===== config.mk =====
export PLATFORM = sky130hd
export DESIGN_NAME = fpga_ccff_loader_flat
export DESIGN_NICKNAME = d
export VERILOG_FILES = /design/src/rtl/fpga_ccff_loader_if.sv /design/src/rtl/fpga_ccff_loader.sv /design/src/flat_wrapper.sv
export SDC_FILE = /design/constraint.sdc
export NUM_CORES = 1
export LEC_CHECK = 0
export CORE_MARGIN = 1.5
export CORE_UTILIZATION = 43
export DETAILED_ROUTE_END_ITERATION = 12
export GPL_ROUTABILITY_DRIVEN = 1
export PLACE_DENSITY = 0.74
export SLEW_MARGIN = 15
export SYNTH_ARGS = -nofsm -noshare
export SYNTH_HDL_FRONTEND = slang
export SYNTH_SLANG_ARGS = --single-unit

===== constraint.sdc =====
create_clock -name clk -period 1.6 [get_ports clk]
set_input_delay 0.24 -clock clk [delete_from_list [all_inputs] [get_ports clk]]
set_output_delay 0.24 -clock clk [all_outputs]
set_load 0.01 [all_outputs]

===== src/rtl/fpga_ccff_loader_if.sv =====
// Bitstream word stream into the configuration-chain loader.
interface fpga_ccff_loader_if #(
  parameter int unsigned NUM_CHAINS = 12
);
  logic [NUM_CHAINS-1:0] in_data;
  logic                  in_valid;
  logic                  in_ready;

  modport master (output in_data, output in_valid, input in_ready);
  modport slave  (input in_data, input in_valid, output in_ready);
endinterface


===== src/rtl/fpga_ccff_loader.sv =====
// Configuration-chain loader: shifts one word per prog_clk pulse into the fabric chains and
// sequences pReset, config_enable and I/O isolation around a complete load.
module fpga_ccff_loader #(
  parameter int unsigned NUM_CHAINS    = 12,
  parameter int unsigned CHAIN_LEN     = 1024,
  parameter int unsigned PRESET_CYCLES = 4
) (
  input  logic                  clk,
  input  logic                  reset,
  input  logic                  start,
  input  logic                  abort,
  fpga_ccff_loader_if.slave     in_if,
  output logic [NUM_CHAINS-1:0] ccff_head,
  output logic                  prog_clk,
  output logic                  pReset,
  output logic                  config_enable,
  output logic                  IO_ISOL_N,
  output logic                  busy,
  output logic                  done
);

  localparam int unsigned CntW    = $clog2(CHAIN_LEN + 1);
  localparam int unsigned PresetW = $clog2(PRESET_CYCLES + 1);
  localparam logic [CntW-1:0]    ChainLast  = CntW'(CHAIN_LEN - 1);
  localparam logic [CntW-1:0]    ChainFull  = CntW'(CHAIN_LEN);
  localparam logic [PresetW-1:0] PresetLast = PresetW'(PRESET_CYCLES - 1);

  typedef enum logic [2:0] {
    StIdle,
    StPreset,
    StShiftLo,
    StShiftHi,
    StDone
  } state_e;

  state_e                state_q;
  logic [PresetW-1:0]    preset_cnt_q;
  logic [CntW-1:0]       shift_cnt_q;
  logic [NUM_CHAINS-1:0] head_q;

  always_ff @(posedge clk) begin
    if (reset || abort) begin
      state_q      <= StIdle;
      preset_cnt_q <= '0;
      shift_cnt_q  <= '0;
      head_q       <= '0;
    end else begin
      case (state_q)
        StIdle, StDone: begin
          if (start) begin
            state_q      <= StPreset;
            preset_cnt_q <= '0;
            shift_cnt_q  <= '0;
          end
        end
        StPreset: begin
          if (preset_cnt_q == PresetLast) begin
            state_q <= StShiftLo;
          end else begin
            preset_cnt_q <= preset_cnt_q + 1'b1;
          end
        end
        StShiftLo: begin
          if (in_if.in_valid) begin
            head_q  <= in_if.in_data;
            state_q <= StShiftHi;
          end
        end
        StShiftHi: begin
          if (shift_cnt_q != ChainFull) begin
            shift_cnt_q <= shift_cnt_q + 1'b1;
          end
          // Chain heads return to 0 once the last bit has been clocked in.
          if (shift_cnt_q >= ChainLast) begin
            state_q <= StDone;
            head_q  <= '0;
          end else begin
            state_q <= StShiftLo;
          end
        end
        default: state_q <= StIdle;
      endcase
    end
  end

  // Every output is a decode of registered state, so no input reaches an output combinationally.
  assign in_if.in_ready = (state_q == StShiftLo);
  assign prog_clk       = (state_q == StShiftHi);
  assign pReset         = (state_q == StPreset);
  assign config_enable  = (state_q == StPreset) || (state_q == StShiftLo) ||
                          (state_q == StShiftHi);
  assign busy           = config_enable;
  assign IO_ISOL_N      = (state_q == StDone);
  assign done           = (state_q == StDone);
  assign ccff_head      = head_q;

endmodule


===== src/flat_wrapper.sv =====
// flat-port wrapper written by rule: the top's interface ports become plain ports
module fpga_ccff_loader_flat 
#(
  parameter int unsigned NUM_CHAINS    = 12,
  parameter int unsigned CHAIN_LEN     = 1024,
  parameter int unsigned PRESET_CYCLES = 4
)
  (clk, reset, start, abort, ccff_head, prog_clk, pReset, config_enable, IO_ISOL_N, busy, done, in_if_in_data, in_if_in_valid, in_if_in_ready);
  fpga_ccff_loader_if #(.NUM_CHAINS(NUM_CHAINS)) in_if_i ();
  input  logic clk;
  input  logic reset;
  input  logic start;
  input  logic abort;
  output logic [NUM_CHAINS-1:0] ccff_head;
  output logic prog_clk;
  output logic pReset;
  output logic config_enable;
  output logic IO_ISOL_N;
  output logic busy;
  output logic done;
  input wire logic [$bits(in_if_i.in_data)-1:0] in_if_in_data;
  input wire logic [$bits(in_if_i.in_valid)-1:0] in_if_in_valid;
  output wire logic [$bits(in_if_i.in_ready)-1:0] in_if_in_ready;
  assign in_if_i.in_data = in_if_in_data;
  assign in_if_i.in_valid = in_if_in_valid;
  assign in_if_in_ready = in_if_i.in_ready;
  fpga_ccff_loader #(.NUM_CHAINS(NUM_CHAINS), .CHAIN_LEN(CHAIN_LEN), .PRESET_CYCLES(PRESET_CYCLES)) u_core (.clk(clk), .reset(reset), .start(start), .abort(abort), .in_if(in_if_i), .ccff_head(ccff_head), .prog_clk(prog_clk), .pReset(pReset), .config_enable(config_enable), .IO_ISOL_N(IO_ISOL_N), .busy(busy), .done(done));
endmodule

* Word-level counts from Yosys, hierarchy flattened
Cells that the tools add are included.
** Operators by class
- $add $sub $neg :: 2
- Muxes and demuxes :: 14
- Reductions and logical operators :: 12
- Equal/unequal tests :: 12
- $lt $le $gt $ge :: 1
** Operators by type and width (number)
- $mux W12 :: 2
- $pmux W12 S2 :: 1
- $mux W11 :: 2
- $pmux W11 S2 :: 1
- $mux W3 :: 6
- $pmux W3 S4 :: 1
- $reduce_and A3 Y1 :: 4
- $add A11 B1 Y11 const B :: 1
- $ge A11 B10 Y1 const B :: 1
- $ne A11 B11 Y1 const B :: 1
- $eq A3 B2 Y1 const B :: 3
- $ne A2 B1 Y1 const B :: 3
- $ne A2 B2 Y1 const B :: 3
- $pmux W3 S2 :: 1
- $reduce_bool A2 Y1 :: 3
- $add A3 B1 Y3 const B :: 1
- $eq A3 B1 Y1 const B :: 1
- $eq A3 B3 Y1 const B :: 1
- $logic_not A3 Y1 :: 1
- $logic_or A1 B1 Y1 :: 3
- $reduce_or A2 Y1 :: 1
** Storage, ports and cells
- Output and inout bits :: 19
- Logic and storage cells :: 45
- Register bits :: 29

* Longest topological paths before layout
Gate-level depths: netlist (run 1).
- Word-level depth :: 4
- Depth in mapped cells :: 6

* Worst setup path after synthesis (run 1)
No wires, ideal clock.
- Path type :: register to register
- Start :: reg u_core.shift_cnt_q[0]
- End :: reg u_core.shift_cnt_q[10]
- Buffers on the path :: 0
- Slack :: -0.099 ns
- Data arrival time :: 1.629 ns
- Stages on the path, launching flop included :: 7
- Data required time :: 1.530 ns
- Cell sequence :: dfxtp_1 > inv_1 > ha_1 > nor4bb_1 > and4_1 > or4_1 > a21oi_1
** Between the ends
- Longest elaborated chain between the ends :: 3
- Elaborated cells on any way between the ends :: 6
- Those cells by class :: add/sub (1); eq/ne (2); mux (2); reduce/logical (1)
** Ends and longest elaborated chain
- from (decl) :: line fpga_ccff_loader.sv:38 : logic [CntW-1:0] shift_cnt_q;
- from (signal assigned) :: line fpga_ccff_loader.sv:71 : shift_cnt_q <= shift_cnt_q + 1'b1;
- $add A11 B1 Y11 or $ne A11 B11 Y1 (tied branches) :: line fpga_ccff_loader.sv:71, fpga_ccff_loader.sv:70
- $mux W11 or $ne A2 B1 Y1 (tied branches)
- $pmux W11 S2 or $reduce_and A3 Y1 (tied branches)
Several ways; a longest one is shown, not always the timed one. The select of a mux whose other input is x is not followed.
A chain may end at the register's enable or synchronous reset.

* Worst setup path in the final report (run 1)
- Start :: reg u_core.state_q[2]
- End :: reg u_core.shift_cnt_q[2]
** Between the ends
- Longest elaborated chain between the ends :: 4
- Elaborated cells on any way between the ends :: 9
- Those cells by class :: eq/ne (4); mux (1); reduce/logical (4)
** Ends and longest elaborated chain
- from (decl) :: line fpga_ccff_loader.sv:36 : state_e state_q;
- from (signal assigned) :: line fpga_ccff_loader.sv:43 : state_q <= StIdle;
- from (signal assigned) :: line fpga_ccff_loader.sv:51 : state_q <= StPreset;
- from (signal assigned) :: line fpga_ccff_loader.sv:58 : state_q <= StShiftLo;
- $eq A3 B3 Y1 or $logic_not A3 Y1 (tied branches) :: line fpga_ccff_loader.sv:48 : case (state_q)
- $reduce_or A2 Y1 :: line fpga_ccff_loader.sv:48
- $ne A2 B2 Y1 (no source line) or $reduce_bool A2 Y1 (tied branches)
- $reduce_and A3 Y1 (no source line)
Several ways; a longest one is shown, not always the timed one.

==> results_tabular.tex, run 1 <==
\begin{tabular}{lr}
\hline
Metric & Value \\
\hline
\multicolumn{2}{l}{\textbf{Die}} \\
Starting density of the core & about 45\% \\
Total number of placement rows & 20 \\
Full die area & $\sim$0.0035 mm\^{}2 \\
Core area & 0.00303 mm\^{}2 \\
Die width & 59.2 um \\
IO Pins & 36 \\
DIE HEIGHT & 59.2 um \\
\multicolumn{2}{l}{\textbf{Synthesis}} \\
Fraction of registers with async set or reset after synthesis & 0\% \\
Share of the synthesized area in the top cell type & 42.8\% \\
Proportion of synthesized chip area in sequential cells & 42.8\% \\
Cell area after technology mapping & between 0.001 and 0.0015 mm\^{}2 \\
Mean post-synth cell area & approximately 9.2 um\^{}2 \\
Flip-flop cell with the highest count after synthesis & dfxtp\_1 \\
Post-synth EDFFs & 0 \\
Unique masters post-synth & 42 \\
Net count after synthesis & 168 \\
Post-synth top area cell & dfxtp\_1 \\
Largest cells by area after synthesis & dfxtp\_1, a22o\_1, a21oi\_1 \\
Flip-flop and latch count after synthesis & 29 \\
Gate count of the mapped netlist & 147 \\
Number of warnings issued by yosys & 0 \\
\multicolumn{2}{l}{\textbf{Detailed routing}} \\
DRC violations left & 0 \\
Final wirelength & 3720 um \\
Vias per std cell & 5.45 \\
Wire per inst & between 10 and 15 um \\
Via count & 1390 \\
Number of antenna-violating nets in the routed design & 0 \\
Detailed Routing Iterations Pass 1 & 4 \\
DRC violation total after the first TritonRoute iteration & 84 \\
\multicolumn{2}{l}{\textbf{GRT}} \\
Wire length of the first global-routing pass & 5180 um \\
Congestion Overflow GR & 0 \\
Maximum number of pins on one net before global-route repair & 13 \\
Number of antenna violations at the first check in global routing & 0 \\
Vias in the first global route & 1196 \\
Global router's overall resource usage & between 15 and 20\% \\
\multicolumn{2}{l}{\textbf{Worst setup path}} \\
Data required time of the worst path & roughly 1.9 ns \\
Launching point of the worst reg2reg path & u\_core.state\_q[2] \\
Crit path max fanout & 6 \\
Category of the most critical setup path & flip-flop to flip-flop \\
Crit start category & flip-flop \\
Launching element of the worst setup path & u\_core.state\_q[2] \\
CP Capture Type & flip-flop \\
Arrival time reported for the critical path endpoint & 1.92 ns \\
\multicolumn{2}{l}{\textbf{Clock network}} \\
Post-cts hold buffer count & 0 \\
Buffer depth of the longest clock path & 2 \\
Clock tree from TritonCTS & built \\
Number of buffers added by the clock tree synthesis step & 5 \\
Source-to-sink clock delay at the later pin of the worst-skew pair & between 0.3 and 0.4 ns \\
Clock net sink count & 29 \\
H-tree level count & 2 \\
Clock tree root driver cell & clkbuf\_4 \\
Clock slew at the register clock pins of the worst setup and hold paths & around 0.10 ns \\
\multicolumn{2}{l}{\textbf{Timing}} \\
Share of the clock period used by the worst path & 103\% \\
Final period demand of the worst path & 1.65 ns \\
RSZ-0062 raised after global routing & yes \\
Least-Margin Pin Slew & $\sim$0.45 ns \\
Max\_slew headroom & 69.9\% \\
Peak clock frequency supported by timing & slightly above 0.6 GHz \\
Max-slew violation count & 0 \\
Setup TNS & -0.118 ns \\
Final hold violation count & 0 \\
Count of endpoints failing setup in the final report & 4 \\
Setup slack after layout & -0.0512 ns \\
Worst clock skew & 0.00673 ns \\
\multicolumn{2}{l}{\textbf{Layout}} \\
Post-Layout Inst Area & 0.00209 mm\^{}2 \\
Most common library cell in the layout ignoring fill and taps & clkdlybuf4s50\_1 \\
Number of inserted diodes & 0 \\
Most frequent cells in the layout & clkdlybuf4s50\_1, buf\_4, dfxtp\_1, nor2\_1, a21oi\_1 \\
Share of cells above drive strength 1 & 32.7\% \\
Area delta synth->final & 54.3\% \\
Share of the core filled with cells & 69.2\% \\
Nets & 231 \\
Non-filler cells, final & approximately 260 \\
\multicolumn{2}{l}{\textbf{Place}} \\
Port bufs & 35 \\
Total placed instance area & 0.00186 mm\^{}2 \\
Placed insts & 237 \\
Estimated wirelength of the detail-placed design & 2280 um \\
GP Congestion & 0.744 \\
\multicolumn{2}{l}{\textbf{Worst hold path}} \\
HP Start & in\_if\_in\_data[5] \\
Min-delay worst type & primary input to flip-flop \\
\multicolumn{2}{l}{\textbf{Power and ir drop}} \\
Standby leakage power & 0.784 nW \\
Peak supply drop & 0.419 mV \\
Pwr per Cell Area & 614 mW/mm\^{}2 \\
\multicolumn{2}{l}{\textbf{Run status}} \\
Failing checks & negative setup slack \\
Run status & finished, violations left \\
\multicolumn{2}{l}{\textbf{Run}} \\
Number of max-cap violations & 0 \\
\hline
\end{tabular}
what timing repair did:
| item | CTS | global route |
|---|---|---|
| pin swaps | 10 | 6 |
| setup endpoints to repair | 25 | 30 |
| setup buffers | 4 | 6 |
| resized for setup | 29 | 21 |
power by group:
group	leakage (nW)	switching (mW)	internal (mW)
Combinational	0.514	0.0481	0.0753
Clock	0.0310	0.276	0.165
Sequential	0.239	0.00162	0.720
Total	0.784	0.326	0.960
metal layers:
metal	vias up	share of wire [%]	global-route usage, %
met1	659	42	24.1
li1	669	-	-
met2	54	49	30.5
met4	0	1.8	8.12
met5	-	0	0
met3	8	6.8	6.55
critical path, stage by stage (launching register included):
cell     delay (ns)
dfxtp_2        0.35
and3b_2        0.28
buf_2          0.19
and4_4         0.20
buf_6          0.12
or3_1          0.31
a21oi_1        0.13
cell families after synthesis:
group	share of synthesized area, %
DFF	42.8
xor gates and xnor gates	1.29
and+or+nand+nor	22.8
muxes	1.47
buffers and inverters	5.25
adders and majority gates	3.69
AOI/OAI and AO/OA	22.8
synthesized netlist by cell type (3+ instances only):
cell type   n
dfxtp_1    29
nor2_1     15
a21oi_1    13
a22o_1     12
o21ai_0     8
or3_1       6
inv_1       5
buf_4       4
ha_1        4
buf_2       3
nand3_1     3
nand4_1     3
nor3_1      3
sequential cells by signal, summed over array words and instances, names as in the netlist:
name / flops
u_core.state_q: 3
u_core.shift_cnt_q: 11
u_core.preset_cnt_q: 3
u_core.ccff_head: 12
stage by stage:
step	hold slack, ns	worst slack (ns)	power (mW)
2_1_floorplan	0.366	0.000963	0.782
3_3_place_gp	0.461	-0.295	0.845
3_5_place_dp	0.468	-0.295	0.847
4_1_cts	0.476	-0.00980	1.29
5_1_grt	0.489	-0.0881	1.34
6_report	0.485	-0.0512	1.29
final timing paths:
kind	endpoint	cells past startpoint	slack (ns)
setup / recovery	u_core.shift_cnt_q[2]	6	-0.05
hold / removal	u_core.ccff_head[5]	2	0.48
setup reg to reg	u_core.shift_cnt_q[2]	6	-0.05
hold reg to reg	u_core.ccff_head[8]	1	0.49
area by class of cell:
type / instances / area, um^2
inverter: 5 / 21.3
fill: 232 / 933
multi-input combinational: 104 / 782
timing repair buffer: 65 / 583
tap: 44 / 55.1
sequential: 29 / 598
clock inverter: 3 / 17.5
clock buffer: 5 / 37.5
No activity file was read; power rests on OpenSTA's default activity.
==> inputs of run 2 (changes only) <==
--- a/config.mk
+++ b/config.mk
@@ -6,10 +6,13 @@
 export NUM_CORES = 1
 export LEC_CHECK = 0
 export CORE_MARGIN = 1.5
-export CORE_UTILIZATION = 43
+export CORE_UTILIZATION = 45
+export CTS_BUF_LIST = sky130_fd_sc_hd__clkbuf_8
+export CTS_CLUSTER_DIAMETER = 120
 export DETAILED_ROUTE_END_ITERATION = 12
 export GPL_ROUTABILITY_DRIVEN = 1
-export PLACE_DENSITY = 0.74
+export PLACE_DENSITY = 0.77
+export RECOVER_POWER = 25
 export SLEW_MARGIN = 15
 export SYNTH_ARGS = -nofsm -noshare
 export SYNTH_HDL_FRONTEND = slang
==> run 2 against run 1 <==
The flow now finishes without violations. Routed wire length fell by 4.2%. Register-to-register slack gained 0.05 ns. Sequential share of layout area fell by 0.27 points. Power grew 10%. Flip-flop and latch count is the same. Global-route usage grew 1.5 points. First-iteration DRC count decreased by 24%. Count of clock-buffer cells in the layout unchanged. Via count is 4.0% lower. Critical path type unchanged. Largest cell class unchanged.
==> results_tabular.tex, run 2 (synthesis gave the netlist of run 1 again) <==
\begin{tabular}{lr}
\hline
Metric & Value \\
\hline
\multicolumn{2}{l}{\textbf{Run}} \\
Number of max-cap violations & 0 (unchanged) \\
\multicolumn{2}{l}{\textbf{Place}} \\
Pre-CTS setup slack & -0.326 ns (was -0.295 ns) \\
Estimated wirelength of the detail-placed design & 2390 um (was 2280 um) \\
GP Congestion & 0.807 (was 0.744) \\
Port bufs & 35 (unchanged) \\
\multicolumn{2}{l}{\textbf{Layout}} \\
Nets & 226 (was 231) \\
Most frequent cells in the layout & clkdlybuf4s50\_1, dfxtp\_1, buf\_4, nor2\_1, a22o\_1 (was clkdlybuf4s50\_1, buf\_4, dfxtp\_1, nor2\_1, a21oi\_1) \\
Number of inserted diodes & 0 (unchanged) \\
Count of filler cells inserted in the layout & 204 (was 232) \\
Multi-input gate area & 790 um\^{}2 (was 782 um\^{}2) \\
Sequential Area & 589 um\^{}2 (was 598 um\^{}2) \\
Share of cells above drive strength 1 & 28.2\% (was 32.7\%) \\
Area delta synth->final & 53.5\% (was 54.3\%) \\
Most common library cell in the layout ignoring fill and taps & clkdlybuf4s50\_1 (unchanged) \\
Largest register FFs & 12 (unchanged) \\
\multicolumn{2}{l}{\textbf{Timing}} \\
Setup slack after layout & 0.00162 ns (was -0.0512 ns) \\
RSZ-0062 raised after global routing & yes (unchanged) \\
Peak clock frequency supported by timing & 0.626 GHz (was 0.606 GHz) \\
Max\_slew headroom & 70.4\% (was 69.9\%) \\
Max-slew violation count & 0 (unchanged) \\
Final hold violation count & 0 (unchanged) \\
Share of the clock period used by the worst path & 99.9\% (was 103\%) \\
Worst clock skew & 0.00722 ns (was 0.00673 ns) \\
Count of endpoints failing setup in the final report & 0 (was 4) \\
Least-Margin Pin Slew & 0.439 ns (was 0.448 ns) \\
Final period demand of the worst path & 1.60 ns (was 1.65 ns) \\
\multicolumn{2}{l}{\textbf{GRT}} \\
Vias in the first global route & 1242 (was 1196) \\
Global-route layer with the greatest usage & met2 (unchanged) \\
Met2 layer usage reported by global route & 34.6\% (was 30.5\%) \\
Number of antenna violations at the first check in global routing & 0 (unchanged) \\
Wire length of the first global-routing pass & 5350 um (was 5180 um) \\
Maximum number of pins on one net before global-route repair & 13 (unchanged) \\
Global router's overall resource usage & 20.9\% (was 19.4\%) \\
GR met3 Demand/Resource & 5.36\% (was 6.55\%) \\
Global routing usage on met1 & 25.2\% (was 24.1\%) \\
Congestion Overflow GR & 0 (unchanged) \\
\multicolumn{2}{l}{\textbf{Worst setup path}} \\
Arrival time reported for the critical path endpoint & 1.81 ns (was 1.92 ns) \\
Slowest cell on the critical path & or4\_4 (was dfxtp\_2) \\
CP Capture Type & flip-flop (unchanged) \\
Crit path max fanout & 4 (was 6) \\
Crit start category & flip-flop (unchanged) \\
Data required time of the worst path & 1.81 ns (was 1.87 ns) \\
List of cells traversed by the critical path & and3b\_2 -> buf\_4 -> and4\_4 -> or4\_4 -> a21oi\_1 (was and3b\_2 -> buf\_2 -> and4\_4 -> buf\_6 -> or3\_1 -> a21oi\_1) \\
Category of the most critical setup path & flip-flop to flip-flop (unchanged) \\
Delay of the slowest cell on the worst path & 0.50 ns (was 0.35 ns) \\
\multicolumn{2}{l}{\textbf{Detailed routing}} \\
Detailed Routing Iterations Pass 1 & 6 (was 4) \\
Number of antenna-violating nets in the routed design & 0 (unchanged) \\
DRC violation total after the first TritonRoute iteration & 64 (was 84) \\
Via count & 1334 (was 1390) \\
Wire per inst & 15.0 um (was 14.6 um) \\
Vias per std cell & 5.63 (was 5.45) \\
DRC violations left & 0 (unchanged) \\
Final wirelength & 3560 um (was 3720 um) \\
\multicolumn{2}{l}{\textbf{Die}} \\
DIE HEIGHT & 57.9 um (was 59.2 um) \\
Starting density of the core & 48.4\% (was 44.8\%) \\
Total number of placement rows & 19 (was 20) \\
Die width & 57.9 um (was 59.2 um) \\
Core area & 0.00281 mm\^{}2 (was 0.00303 mm\^{}2) \\
Full die area & 0.00336 mm\^{}2 (was 0.00350 mm\^{}2) \\
IO Pins & 36 (unchanged) \\
\multicolumn{2}{l}{\textbf{Worst hold path}} \\
Min-delay worst type & flip-flop to flip-flop (was primary input to flip-flop) \\
\multicolumn{2}{l}{\textbf{Clock network}} \\
Number of buffers added by the clock tree synthesis step & 5 (unchanged) \\
Buffer depth of the longest clock path & 2 (unchanged) \\
Clock tree root driver cell & clkbuf\_8 (was clkbuf\_4) \\
Clock slew at the register clock pins of the worst setup and hold paths & 0.07 ns (was 0.10 ns) \\
Clock tree from TritonCTS & built (unchanged) \\
Source-to-sink clock delay at the later pin of the worst-skew pair & 0.28 ns (was 0.34 ns) \\
Clock net sink count & 29 (unchanged) \\
H-tree level count & 2 (unchanged) \\
\multicolumn{2}{l}{\textbf{Power and ir drop}} \\
Standby leakage power & 0.789 nW (was 0.784 nW) \\
Pwr per Cell Area & 679 mW/mm\^{}2 (was 614 mW/mm\^{}2) \\
Peak supply drop & 0.669 mV (was 0.419 mV) \\
Power Total & 1.41 mW (was 1.29 mW) \\
\multicolumn{2}{l}{\textbf{Run status}} \\
Run status & completed (was finished, violations left) \\
\hline
\end{tabular}
[run 2: changes by cell type in the layout (fill, tap and decap cells not counted), sizes merged]
cell           before  now
buf                30   25
clkbuf              9    5
clkdlybuf4s15       1    2
clkinvlp            1    0
dlygate4sd2         2    5
inv                 5    6
[run 2: layout make-up]
| class | count | share of cell area [%] |
|---|---|---|
| multi-input combinational | 104 | 37.9 |
| sequential | 29 | 28.3 |
| timing repair buffer | 60 | 27.1 |
| clock buffer | 5 | 3.30 |
| tap | 31 | 1.86 |
| inverter | 5 | 0.901 |
| clock inverter | 3 | 0.661 |
[run 2: through the flow]
step	setup TNS, ns	util, %	area, um^2	hold WS (ns)	cells
floorplan	0	-	1360	0.366	147
global placement	-3.87	66.3	1860	0.462	224
detailed placement	-5.56	66.3	1860	0.463	224
CTS	0	70.9	1990	0.484	236
global route	-0.290	74.3	2080	0.501	237
finish	0	74.3	2080	0.478	237
[run 2: path summary, 6_finish.rpt]
| path | to | start | slack, ns | cells after the start |
|---|---|---|---|---|
| worst max register to register | u_core.shift_cnt_q[10] | u_core.state_q[1] | 0.002 | 5 |
| worst max-delay path | u_core.shift_cnt_q[10] | u_core.state_q[1] | 0.002 | 5 |
| worst min-delay path | u_core.ccff_head[10] | u_core.ccff_head[10] | 0.48 | 1 |
| worst min register to register | u_core.ccff_head[10] | u_core.ccff_head[10] | 0.48 | 1 |
[run 2: what timing repair did]
item	in CTS	in global routing
buffers inserted	4	1
hold buffers	0	0
endpoints found under the setup margin	24	27
resized for setup	9	26
endpoints found under the hold margin	0	0
pin swaps	2	13
[run 2: worst max-delay path, delay by kind of cell, from the launching register on]
family | cells | cell delay [ns]
DFF | 1 | 0.33
buffers and inverters | 1 | 0.15
and+or+nand+nor | 3 | 0.91
AOI/OAI and AO/OA | 1 | 0.14
[run 2: per-layer routing]
layer | vias up | routed length, um
li1 | 663 | -
met1 | 610 | 1570
met2 | 53 | 1730
met3 | 8 | 221
met4 | 0 | 37
met5 | - | 0
[run 2: power breakdown]
group	switching (mW)	leakage [nW]	total [mW]	internal (mW)
Combinational	0.0449	0.503	0.114	0.0691
Clock	0.281	0.0491	0.576	0.294
Sequential	0.00108	0.237	0.725	0.724
